===== src/rtl/imem_port_arbiter_if.sv =====
// ============================================================================
// Module : imem_port_arbiter_if
// Brief  : Fetch, loader and byte-wide instruction-memory signals of the
//          instruction-memory port arbiter, with requester/arbiter modports.
// Rev    : 1.0  initial release
// ============================================================================
`default_nettype none

interface imem_port_arbiter_if;
  logic        fetch_req;
  logic [63:0] fetch_addr;
  logic        fetch_gnt;
  logic        fetch_valid;
  logic [31:0] fetch_instr;
  logic        fetch_err;
  logic        load_req;
  logic [63:0] load_addr;
  logic [31:0] load_data;
  logic        load_gnt;
  logic        load_done;
  logic        load_err;
  logic        busy;
  logic [63:0] mem_addr;
  logic        mem_we;
  logic [7:0]  mem_wdata;
  logic [7:0]  mem_rdata;

  // Requesters and the memory together form the master side.
  modport master (
    output fetch_req, fetch_addr, load_req, load_addr, load_data, mem_rdata,
    input  fetch_gnt, fetch_valid, fetch_instr, fetch_err,
           load_gnt, load_done, load_err, busy, mem_addr, mem_we, mem_wdata
  );

  modport slave (
    input  fetch_req, fetch_addr, load_req, load_addr, load_data, mem_rdata,
    output fetch_gnt, fetch_valid, fetch_instr, fetch_err,
           load_gnt, load_done, load_err, busy, mem_addr, mem_we, mem_wdata
  );
endinterface

`default_nettype wire


===== src/rtl/imem_port_arbiter.sv =====
// ============================================================================
// Module : imem_port_arbiter
// Brief  : Shares a byte-wide instruction memory port between fetch (32-bit
//          reads) and the program loader (32-bit writes), little-endian.
// Rev    : 1.0  initial release
// ============================================================================
`default_nettype none

module imem_port_arbiter #(
  parameter int MEM_BYTES    = 256,
  parameter bit LOADER_FIRST = 1'b1
) (
  input  logic               clk,
  input  logic               reset,
  imem_port_arbiter_if.slave bus
);

  localparam logic [2:0]  c_IDLE     = 3'd0;
  localparam logic [2:0]  c_RD       = 3'd1;
  localparam logic [2:0]  c_RD_LAST  = 3'd2;
  localparam logic [2:0]  c_WR       = 3'd3;
  localparam logic [2:0]  c_ERR      = 3'd4;
  localparam logic [63:0] c_MAX_BASE = 64'(MEM_BYTES - 4);

  logic [2:0]  state_q, state_d;
  logic [1:0]  k_q, k_d;
  logic [63:0] base_q, base_d;
  logic [31:0] data_q, data_d;
  logic        id_q, id_d;
  logic [63:0] mem_addr_q, mem_addr_d;
  logic        mem_we_q, mem_we_d;
  logic [7:0]  mem_wdata_q, mem_wdata_d;
  logic [31:0] fetch_instr_q, fetch_instr_d;
  logic        fetch_valid_q, fetch_valid_d;
  logic        load_done_q, load_done_d;

  logic        w_pick_load;
  logic        w_pick_fetch;
  logic        w_accept;
  logic [63:0] w_addr;
  logic [63:0] w_next_addr;
  logic        w_bad;

  assign w_pick_load  = bus.load_req && (LOADER_FIRST || !bus.fetch_req);
  assign w_pick_fetch = bus.fetch_req && !w_pick_load;
  assign w_accept     = (state_q == c_IDLE) && (w_pick_load || w_pick_fetch);
  assign w_addr       = w_pick_load ? bus.load_addr : bus.fetch_addr;
  // Full 64-bit compare so addresses near 2^64 never wrap into range.
  assign w_bad        = (w_addr[1:0] != 2'b00) || (w_addr > c_MAX_BASE);
  assign w_next_addr  = base_q + {62'd0, k_q} + 64'd1;

  always_comb begin : p_next_state
    state_d = state_q;
    case (state_q)
      c_IDLE: begin
        if (w_accept) begin
          if (w_bad)            state_d = c_ERR;
          else if (w_pick_load) state_d = c_WR;
          else                  state_d = c_RD;
        end
      end
      c_RD:      if (k_q == 2'd3) state_d = c_RD_LAST;
      c_RD_LAST: state_d = c_IDLE;
      c_WR:      if (k_q == 2'd3) state_d = c_IDLE;
      c_ERR:     state_d = c_IDLE;
      default:   state_d = c_IDLE;
    endcase
  end

  always_comb begin : p_outputs
    k_d           = k_q;
    base_d        = base_q;
    data_d        = data_q;
    id_d          = id_q;
    mem_addr_d    = mem_addr_q;
    mem_we_d      = 1'b0;
    mem_wdata_d   = mem_wdata_q;
    fetch_instr_d = fetch_instr_q;
    fetch_valid_d = 1'b0;
    load_done_d   = 1'b0;
    bus.fetch_gnt = (state_q == c_IDLE) && w_pick_fetch;
    bus.load_gnt  = (state_q == c_IDLE) && w_pick_load;
    bus.busy      = (state_q != c_IDLE);
    bus.fetch_err = (state_q == c_ERR) && !id_q;
    bus.load_err  = (state_q == c_ERR) && id_q;
    case (state_q)
      c_IDLE: begin
        if (w_accept) begin
          base_d = w_addr;
          data_d = bus.load_data;
          id_d   = w_pick_load;
          k_d    = 2'd0;
          if (!w_bad) begin
            mem_addr_d = w_addr;
            mem_we_d   = w_pick_load;
            if (w_pick_load) mem_wdata_d = bus.load_data[7:0];
          end
        end
      end
      c_RD: begin
        k_d = k_q + 2'd1;
        // Read data lags the address by one cycle, so byte k-1 arrives now.
        if (k_q != 2'd0) data_d = {bus.mem_rdata, data_q[31:8]};
        if (k_q != 2'd3) mem_addr_d = w_next_addr;
      end
      c_RD_LAST: begin
        fetch_instr_d = {bus.mem_rdata, data_q[31:8]};
        fetch_valid_d = 1'b1;
      end
      c_WR: begin
        k_d = k_q + 2'd1;
        if (k_q != 2'd3) begin
          mem_we_d    = 1'b1;
          mem_addr_d  = w_next_addr;
          mem_wdata_d = data_q[15:8];
          data_d      = data_q >> 8;
        end else begin
          load_done_d = 1'b1;
        end
      end
      default: ;
    endcase
  end

  always_ff @(posedge clk) begin : p_regs
    if (reset) begin
      state_q       <= c_IDLE;
      k_q           <= 2'd0;
      base_q        <= 64'd0;
      data_q        <= 32'd0;
      id_q          <= 1'b0;
      mem_addr_q    <= 64'd0;
      mem_we_q      <= 1'b0;
      mem_wdata_q   <= 8'd0;
      fetch_instr_q <= 32'd0;
      fetch_valid_q <= 1'b0;
      load_done_q   <= 1'b0;
    end else begin
      state_q       <= state_d;
      k_q           <= k_d;
      base_q        <= base_d;
      data_q        <= data_d;
      id_q          <= id_d;
      mem_addr_q    <= mem_addr_d;
      mem_we_q      <= mem_we_d;
      mem_wdata_q   <= mem_wdata_d;
      fetch_instr_q <= fetch_instr_d;
      fetch_valid_q <= fetch_valid_d;
      load_done_q   <= load_done_d;
    end
  end

  assign bus.mem_addr    = mem_addr_q;
  assign bus.mem_we      = mem_we_q;
  assign bus.mem_wdata   = mem_wdata_q;
  assign bus.fetch_instr = fetch_instr_q;
  assign bus.fetch_valid = fetch_valid_q;
  assign bus.load_done   = load_done_q;

endmodule

`default_nettype wire


===== src/flat_wrapper.sv =====
// flat-port wrapper written by rule: the top's interface ports become plain ports
module imem_port_arbiter_flat 
#(
  parameter int MEM_BYTES    = 256,
  parameter bit LOADER_FIRST = 1'b1
)
  (clk, reset, bus_fetch_req, bus_fetch_addr, bus_load_req, bus_load_addr, bus_load_data, bus_mem_rdata, bus_fetch_gnt, bus_fetch_valid, bus_fetch_instr, bus_fetch_err, bus_load_gnt, bus_load_done, bus_load_err, bus_busy, bus_mem_addr, bus_mem_we, bus_mem_wdata);
  imem_port_arbiter_if bus_i ();
  input  logic clk;
  input  logic reset;
  input wire logic [$bits(bus_i.fetch_req)-1:0] bus_fetch_req;
  input wire logic [$bits(bus_i.fetch_addr)-1:0] bus_fetch_addr;
  input wire logic [$bits(bus_i.load_req)-1:0] bus_load_req;
  input wire logic [$bits(bus_i.load_addr)-1:0] bus_load_addr;
  input wire logic [$bits(bus_i.load_data)-1:0] bus_load_data;
  input wire logic [$bits(bus_i.mem_rdata)-1:0] bus_mem_rdata;
  output wire logic [$bits(bus_i.fetch_gnt)-1:0] bus_fetch_gnt;
  output wire logic [$bits(bus_i.fetch_valid)-1:0] bus_fetch_valid;
  output wire logic [$bits(bus_i.fetch_instr)-1:0] bus_fetch_instr;
  output wire logic [$bits(bus_i.fetch_err)-1:0] bus_fetch_err;
  output wire logic [$bits(bus_i.load_gnt)-1:0] bus_load_gnt;
  output wire logic [$bits(bus_i.load_done)-1:0] bus_load_done;
  output wire logic [$bits(bus_i.load_err)-1:0] bus_load_err;
  output wire logic [$bits(bus_i.busy)-1:0] bus_busy;
  output wire logic [$bits(bus_i.mem_addr)-1:0] bus_mem_addr;
  output wire logic [$bits(bus_i.mem_we)-1:0] bus_mem_we;
  output wire logic [$bits(bus_i.mem_wdata)-1:0] bus_mem_wdata;
  assign bus_i.fetch_req = bus_fetch_req;
  assign bus_i.fetch_addr = bus_fetch_addr;
  assign bus_i.load_req = bus_load_req;
  assign bus_i.load_addr = bus_load_addr;
  assign bus_i.load_data = bus_load_data;
  assign bus_i.mem_rdata = bus_mem_rdata;
  assign bus_fetch_gnt = bus_i.fetch_gnt;
  assign bus_fetch_valid = bus_i.fetch_valid;
  assign bus_fetch_instr = bus_i.fetch_instr;
  assign bus_fetch_err = bus_i.fetch_err;
  assign bus_load_gnt = bus_i.load_gnt;
  assign bus_load_done = bus_i.load_done;
  assign bus_load_err = bus_i.load_err;
  assign bus_busy = bus_i.busy;
  assign bus_mem_addr = bus_i.mem_addr;
  assign bus_mem_we = bus_i.mem_we;
  assign bus_mem_wdata = bus_i.mem_wdata;
  imem_port_arbiter #(.MEM_BYTES(MEM_BYTES), .LOADER_FIRST(LOADER_FIRST)) u_core (.clk(clk), .reset(reset), .bus(bus_i));
endmodule

===== config.mk =====
export PLATFORM = sky130hd
export DESIGN_NAME = imem_port_arbiter_flat
export DESIGN_NICKNAME = d
export VERILOG_FILES = /design/src/rtl/imem_port_arbiter_if.sv /design/src/rtl/imem_port_arbiter.sv /design/src/flat_wrapper.sv
export SDC_FILE = /design/constraint.sdc
export NUM_CORES = 1
export LEC_CHECK = 0
export BUFFER_PORTS_ARGS = -buffer_cell sky130_fd_sc_hd__buf_4
export CAP_MARGIN = 20
export CORE_ASPECT_RATIO = 0.5
export CORE_MARGIN = 2
export CORE_UTILIZATION = 53
export DETAILED_ROUTE_END_ITERATION = 12
export GPL_TIMING_DRIVEN = 0
export PLACE_DENSITY_LB_ADDON = 0.05
export SYNTH_ARGS = -nofsm -noshare
export SYNTH_HDL_FRONTEND = slang
export SYNTH_SLANG_ARGS = --single-unit

===== constraint.sdc =====
create_clock -name clk -period 2.9 [get_ports clk]
set_clock_uncertainty 0.05 [all_clocks]
set_input_delay 0.435 -clock clk [delete_from_list [all_inputs] [get_ports clk]]
set_output_delay 0.435 -clock clk [all_outputs]
set_load 0.005 [all_outputs]

==> reports/qor.yml, run 1 <==
worst_setup_path:
  startpoint: "bus_load_addr[22]"
  cp_max_fo: 10
  cp-end-kind: "flop"
  cp_cell_sequence: "buf_4 > nor4_1 > nand4_1 > o22ai_1 > nand4_1 > o22ai_2 > buf_2 > o211ai_1 > a21oi_1"
  slowest_stage: "nor4_1"
  critPathMaxStageDelay_ns: 0.60
  cpLargestDelayFamily: "compound AO/OA/AOI/OAI gates"
  required_ns: 3.27
  path_depth: 9
  arrival_ns: 3.26
  worst_path_most_repeated_cell: "nand4_1"
  critPathCapture: "u_core.bus.mem_addr[20]"
  timing_worst_setup_path_type: "in -> reg"
  rrSetupSlack_ns: 0.13
  cp-start-kind: "primary input"
  worstPathBufferInverterCount: 2
  rr_endpoint: "u_core.bus.mem_addr[58]"
  reg2reg_from: "u_core.k_q[0]"
  r2r_cells: 11
place:
  placed_cells: 1724
  io_buffers: 281
  gp_routability_congestion: 0.971
  pre_cts_slack_ns: -0.322
  dp_hpwl_mm: 29.4
clock_tree:
  cts_hold_buf: 0
  clkLatencyLatePin_ns: 0.50
  ctsRootBufferMaster: "clkbuf_16"
  numCtsBuffers: 19
  cts_sinks: 201
  clkTransAtPathRegs_ns: 0.07
  htree_num_levels: 1
  ctsLongestPathBuffers: 3
  cts_tree: "yes"
power:
  powerDensity_mw_per_mm2: 499
  ir_worst_vdd_uv: 328
  static-leakage-power_nw: 5.41
synthesis:
  syn_area_mm2: 0.00986
  syn_nets: 1380
  async_flop_share: 0
  yosysWarningCount: 0
  ys_ff_latch: 201
  yosysTopAreaCellShare: 0.408
  ys_top_cells_by_area: "dfxtp_1 41%, nand2_1 7.9%, mux2i_1 7.7%"
  seq_area_frac_synth: 0.408
  synthCells: 1203
  synth_edf_count: 0
  syn_area_per_cell_um2: 8.20
  synthFlopType: "dfxtp_1"
  yosysTopAreaCell: "dfxtp_1"
  synth_cell_types: 52
timing:
  relSlewSlack: 0.309
  hold_violations: 0
  tightest_slew_ns: 1.03
  drv_slew: 0
  rsz0062_at_grt: "yes"
  setup_viol: 0
  min_period_ns: 2.89
  hold_ws_ns: 0.140
  finalWorstSetupSlack_ns: 0.00586
  post-route-period-util: 0.998
  max_freq_ghz: 0.346
global_route:
  grt_pass1_vias: 9906
  grt_pass1_wl_mm: 55.9
  overflow: 0
  track_usage: 0.369
  grt_max_degree: 18
  antenna_found_initial: 0
floorplan:
  core.rowCount: 35
  start_util: 0.539
  die_area_mm2: 0.0198
  die_w_um: 197
  io_pins: 284
  chipHeight_um: 100
  core-area_mm2: 0.0183
detailed_routing:
  ant_nets: 0
  viasPerCell: 6.04
  drt-pass1-iter-count: 7
  remaining_drc_errors: 0
  first_iter_violations: 986
  routedWlPerCell_um: 21.2
  routed_wirelength_mm: 37.4
  vias: 10600
cells_and_area:
  syn_to_final_growth_pct: 31.9
  num_antenna_cells: 0
  nets: 1688
  layout.cells.non_filler: 1764
  drive_above_1_share: 0.243
min_path:
  hold_start: "bus_mem_rdata[0]"
  hp-class: "in -> reg"
flow_run:
  drv_cap: 0
outcome:
  status: "finished clean"
## cells by family (layout without fill, tap and decap cells)
logic type,Yosys count,count (layout),share of synthesized area
XOR/XNOR,59,59,0.0524
buffers and inverters,100,421,0.0400
multiplexers,77,77,0.0783
adder cells (fa/ha/maj),5,5,0.00710
flip-flops,201,201,0.408
AND/OR/NAND/NOR,509,509,0.240
AO/OA/AOI/OAI,252,252,0.174
## cells in the final DEF, fill, tap and decap left out, drive strengths merged, types with 5 or more instances in the layout
cell,n
and3,12
a32o,5
and4,5
clkinv,8
xnor2,32
o21ai,5
o211ai,20
xor2,27
nor4,29
nand2,209
buf,310
inv,11
nand3,48
mux2i,76
a21oi,101
a211oi,74
dfxtp,201
clkbuf,88
nor2,129
nor3b,11
nor3,27
a31o,13
nand4,28
a311oi,16
o2bb2ai,8
## report_power, final
part           total, W  internal [W]  switching [W]
Combinational  0.000833      0.000370       0.000464
Sequential      0.00305       0.00288       0.000166
Clock           0.00261       0.00145        0.00116
## worst min-delay path by stage
stage,depth (start not counted),slack (ns),to
final,3,0.14,u_core.bus.fetch_instr[24]
after global placement,2,0.39,u_core.bus.mem_addr[21]
after CTS,3,0.13,u_core.bus.fetch_instr[24]
after floorplan,2,0.39,u_core.bus.fetch_instr[0]
after detailed placement,2,0.40,u_core.bus.mem_addr[26]
after global routing,3,0.14,u_core.bus.fetch_instr[25]
## cell usage after synthesis (3+ instances only)
master and number:
nand2_1 208, a311oi_1 16, ha_1 4, nand3_1 46, buf_2 11, xnor2_1 32, xor2_1 27, dfxtp_1 201
a31o_2 13, a22oi_1 3, inv_1 10, clkbuf_1 65, mux2i_1 76, nor4_1 25, and4_1 5, nor2_1 129
nor4b_1 3, a32o_1 5, nand4_1 27, a21oi_1 101, nor4_4 3, o211ai_1 20, o21ai_0 5, buf_1 11
a211oi_1 74, nor3b_1 11, and3_1 12, nor3_1 25, o2bb2ai_1 8
## stage by stage
step,TNS (ns),cell area (um2),utilization,total power (W)
3_3_place_gp,-13.73,12300,0.670,0.00389
4_1_cts,0,12900,0.707,0.00644
2_1_floorplan,0,9860,-,0.00349
3_5_place_dp,-14.26,12300,0.670,0.00391
5_1_grt,-0.0642,13000,0.711,0.00668
6_report,0,13000,0.711,0.00649
## sequential cells by signal (all words and copies together), names as in the netlist
| register | cells |
|---|---|
| u_core.bus.mem_addr | 64 |
| u_core.base_q | 64 |
| u_core.k_q | 2 |
| u_core.data_q | 24 |
| u_core.bus.load_done | 1 |
| u_core.bus.fetch_valid | 1 |
| u_core.id_q | 1 |
| u_core.bus.mem_we | 1 |
| u_core.bus.fetch_instr | 32 |
| u_core.state_q | 3 |
| u_core.bus.mem_wdata | 8 |
## final cells by class
cell class / instances / area, um2
clock inverter: 12 / 126
timing repair buffer: 287 / 2150
sequential: 201 / 4020
fill: 1504 / 5300
tap: 240 / 300
inverter: 11 / 41.3
buffer: 89 / 354
clock buffer: 22 / 507
multi-input combinational: 902 / 5500
## worst register-to-register path, delay by kind of cell (launching register included)
kind            cells  cell delay, ns
compound gates      1            0.17
flops               1            0.35
fa+ha+maj           2            0.47
xor+xnor            1            0.22
buf+inv             2            0.19
simple gates        5            1.26
## layer usage
layer	up-vias	wire, um	GRT usage
met5	-	0	0
met4	0	857	0.0983
met3	74	4530	0.0987
met2	635	15900	0.569
met1	5005	16100	0.515
li1	4932	-	-
## timing repair
action                                  CTS  global route
gates resized for setup                   1            12
buffers inserted                          3             3
pin swaps                                 2             6
endpoints found under the setup margin   18            52
Note: power is estimated with default switching activity, not from simulation.
==> run 2, diff against run 1 <==
- clock period: 2.9 -> 3.15 ns (I/O delays scaled with it)
==> reports/qor.yml, run 2 (synthesis gave the netlist of run 1 again) <==
outcome:
  status: "finished clean"
worst_setup_path:
  arrival_ns: 3.34  # +0.08 ns
  rrSetupSlack_ns: 0.18  # +0.05 ns
  cp-start-kind: "flop"
  required_ns: 3.51  # +0.24 ns
  timing_worst_setup_path_type: "reg -> reg"
  cp-end-kind: "flop"
  cp_max_fo: 5  # -5
  reg2reg_from: "u_core.k_q[0]"
  r2r_cells: 9  # -2
  rr_endpoint: "u_core.bus.mem_addr[63]"
min_path:
  hold-path-endpoint: "u_core.bus.fetch_instr[26]"
  hold_depth: 3  # unchanged
  hp-class: "in -> reg"
  hold_start: "bus_mem_rdata[2]"
power:
  power_frac_clock: 0.402  # about the same
  total_power_w: 0.00597  # -8.1%
  pwr-share-comb: 0.128  # about the same
  internal_power_w: 0.00433  # -8.0%
  switching_share: 0.275  # -0.000713
  p_switching_w: 0.00164  # -8.3%
  ir_worst_vdd_uv: 303  # -7.8%
  powerDensity_mw_per_mm2: 461  # -7.5%
  static-leakage-power_nw: 5.39  # -0.37%
  seqPwrFrac: 0.470  # about the same
detailed_routing:
  drt-pass1-iter-count: 5  # -2
  vias: 10600  # -0.11%
  viasPerCell: 6.04  # +0.11%
  routed_wirelength_mm: 37.3  # -0.14%
  first_iter_violations: 939  # -4.8%
  ant_nets: 0  # unchanged
  remaining_drc_errors: 0  # unchanged
  routedWlPerCell_um: 21.2  # about the same
timing:
  drv_slew: 0  # unchanged
  min_period_ns: 2.97
  setup_viol: 0  # unchanged
  rsz0062_at_grt: "no"
  tightest_slew_ns: 1.02  # -0.0171 ns
  post-route-period-util: 0.943
  hold_violations: 0  # unchanged
  max_freq_ghz: 0.337
  relSlewSlack: 0.320  # +0.0115
cells_and_area:
  fin_util: 0.707  # -0.00390
  layout_common_cells: "284 x buf_4, 208 x nand2_1, 201 x dfxtp_1"
  nets: 1684  # -0.24%
  mostFrequentLayoutCell: "buf_4"
  syn_to_final_growth_pct: 31.2
  drive_above_1_share: 0.236  # -0.00726
  num_antenna_cells: 0  # unchanged
place:
  dp_hpwl_mm: 29.4  # unchanged
  gp_routability_congestion: 0.971  # unchanged
  io_buffers: 281  # unchanged
global_route:
  track_usage: 0.369  # -0.000469
  antenna_found_initial: 0  # unchanged
  grt_pass1_wl_mm: 55.9  # about the same
  overflow: 0  # unchanged
  grt_pass1_vias: 9858  # -0.48%
  grt_max_degree: 18  # unchanged
flow_run:
  drv_cap: 0  # unchanged
floorplan:
  io_pins: 284  # unchanged
  core-area_mm2: 0.0183  # unchanged
  die_w_um: 197  # unchanged
  chipHeight_um: 100  # unchanged
  die_area_mm2: 0.0198  # unchanged
  start_util: 0.539  # unchanged
  core.rowCount: 35  # unchanged
clock_tree:
  cts_tree: "yes"
  clkTransAtPathRegs_ns: 0.07  # about the same
  clkLatencyLatePin_ns: 0.51  # about the same
  numCtsBuffers: 19  # unchanged
  ctsLongestPathBuffers: 3  # unchanged
  cts_hold_buf: 0  # unchanged
  ctsRootBufferMaster: "clkbuf_16"
  htree_num_levels: 1  # unchanged
  cts_sinks: 201  # unchanged
run 2: repair_timing:
item	4_1_cts	5_1_grt
setup endpoints to repair	1	19
setup buffers	0	2
pin swaps	0	3
gates resized for setup	0	3
run 2: critical path, cell delays in order, from the launching register on:
cell and delay [ns]:
dfxtp_1 0.35, inv_1 0.09, ha_1 0.26, nand2b_1 0.29, a2111oi_4 0.60, nand4_1 0.39, nor3_1 0.42, xor2_1 0.17
nand3_1 0.09, a21oi_1 0.18
run 2: cell type report:
cell class | count | area [um2]
tap | 240 | 300
multi-input combinational | 902 | 5460
clock buffer | 22 | 507
sequential | 201 | 4020
buffer | 89 | 353
clock inverter | 12 | 126
fill | 1513 | 5370
inverter | 11 | 41.3
timing repair buffer | 283 | 2120
run 2: how the worst max path moves through the flow:
stage                 startpoint  slack (ns)                       to  cells after the start
6_report           u_core.k_q[0]        0.18  u_core.bus.mem_addr[63]                      9
5_1_grt            u_core.k_q[0]        0.08  u_core.bus.mem_addr[60]                     11
4_1_cts            u_core.k_q[0]       -0.02  u_core.bus.mem_addr[60]                     11
3_5_place_dp   bus_load_addr[42]       -0.11  u_core.bus.mem_addr[24]                     10
3_3_place_gp   bus_load_addr[42]       -0.07  u_core.bus.mem_addr[20]                      9
2_1_floorplan      u_core.k_q[0]        0.75  u_core.bus.mem_addr[34]                     11
run 2: routing by layer:
metal,routed length [um],track usage,part of all wire,vias up
li1,-,-,-,4926
met1,15900,0.512,0.42,5010
met2,15900,0.568,0.43,628
met3,4750,0.104,0.13,70
met4,814,0.0943,0.022,0
met5,0,0,0,-
run 2: metrics by stage:
stage	worst slack (ns)	setup TNS, ns	hold WS [ns]	cells	instance area (um2)
after global placement	-0.0742	-1.47	0.390	1724	12300
after detailed placement	-0.109	-1.97	0.396	1724	12300
final	0.178	0	0.177	1760	12900
after floorplan	0.746	0	0.395	1203	9860
after global routing	0.0815	0	0.175	1760	12900
after CTS	-0.0189	-0.0189	0.164	1758	12900
run 2: power groups by stage:
stage                     clock network, W  logic (W)  registers [W]
after floorplan                          0   0.000398        0.00281
after global placement                   0   0.000727        0.00285
after detailed placement                 0   0.000740        0.00286
after CTS                          0.00239   0.000744        0.00280
after global routing               0.00251   0.000820        0.00282
final                              0.00240   0.000764        0.00281
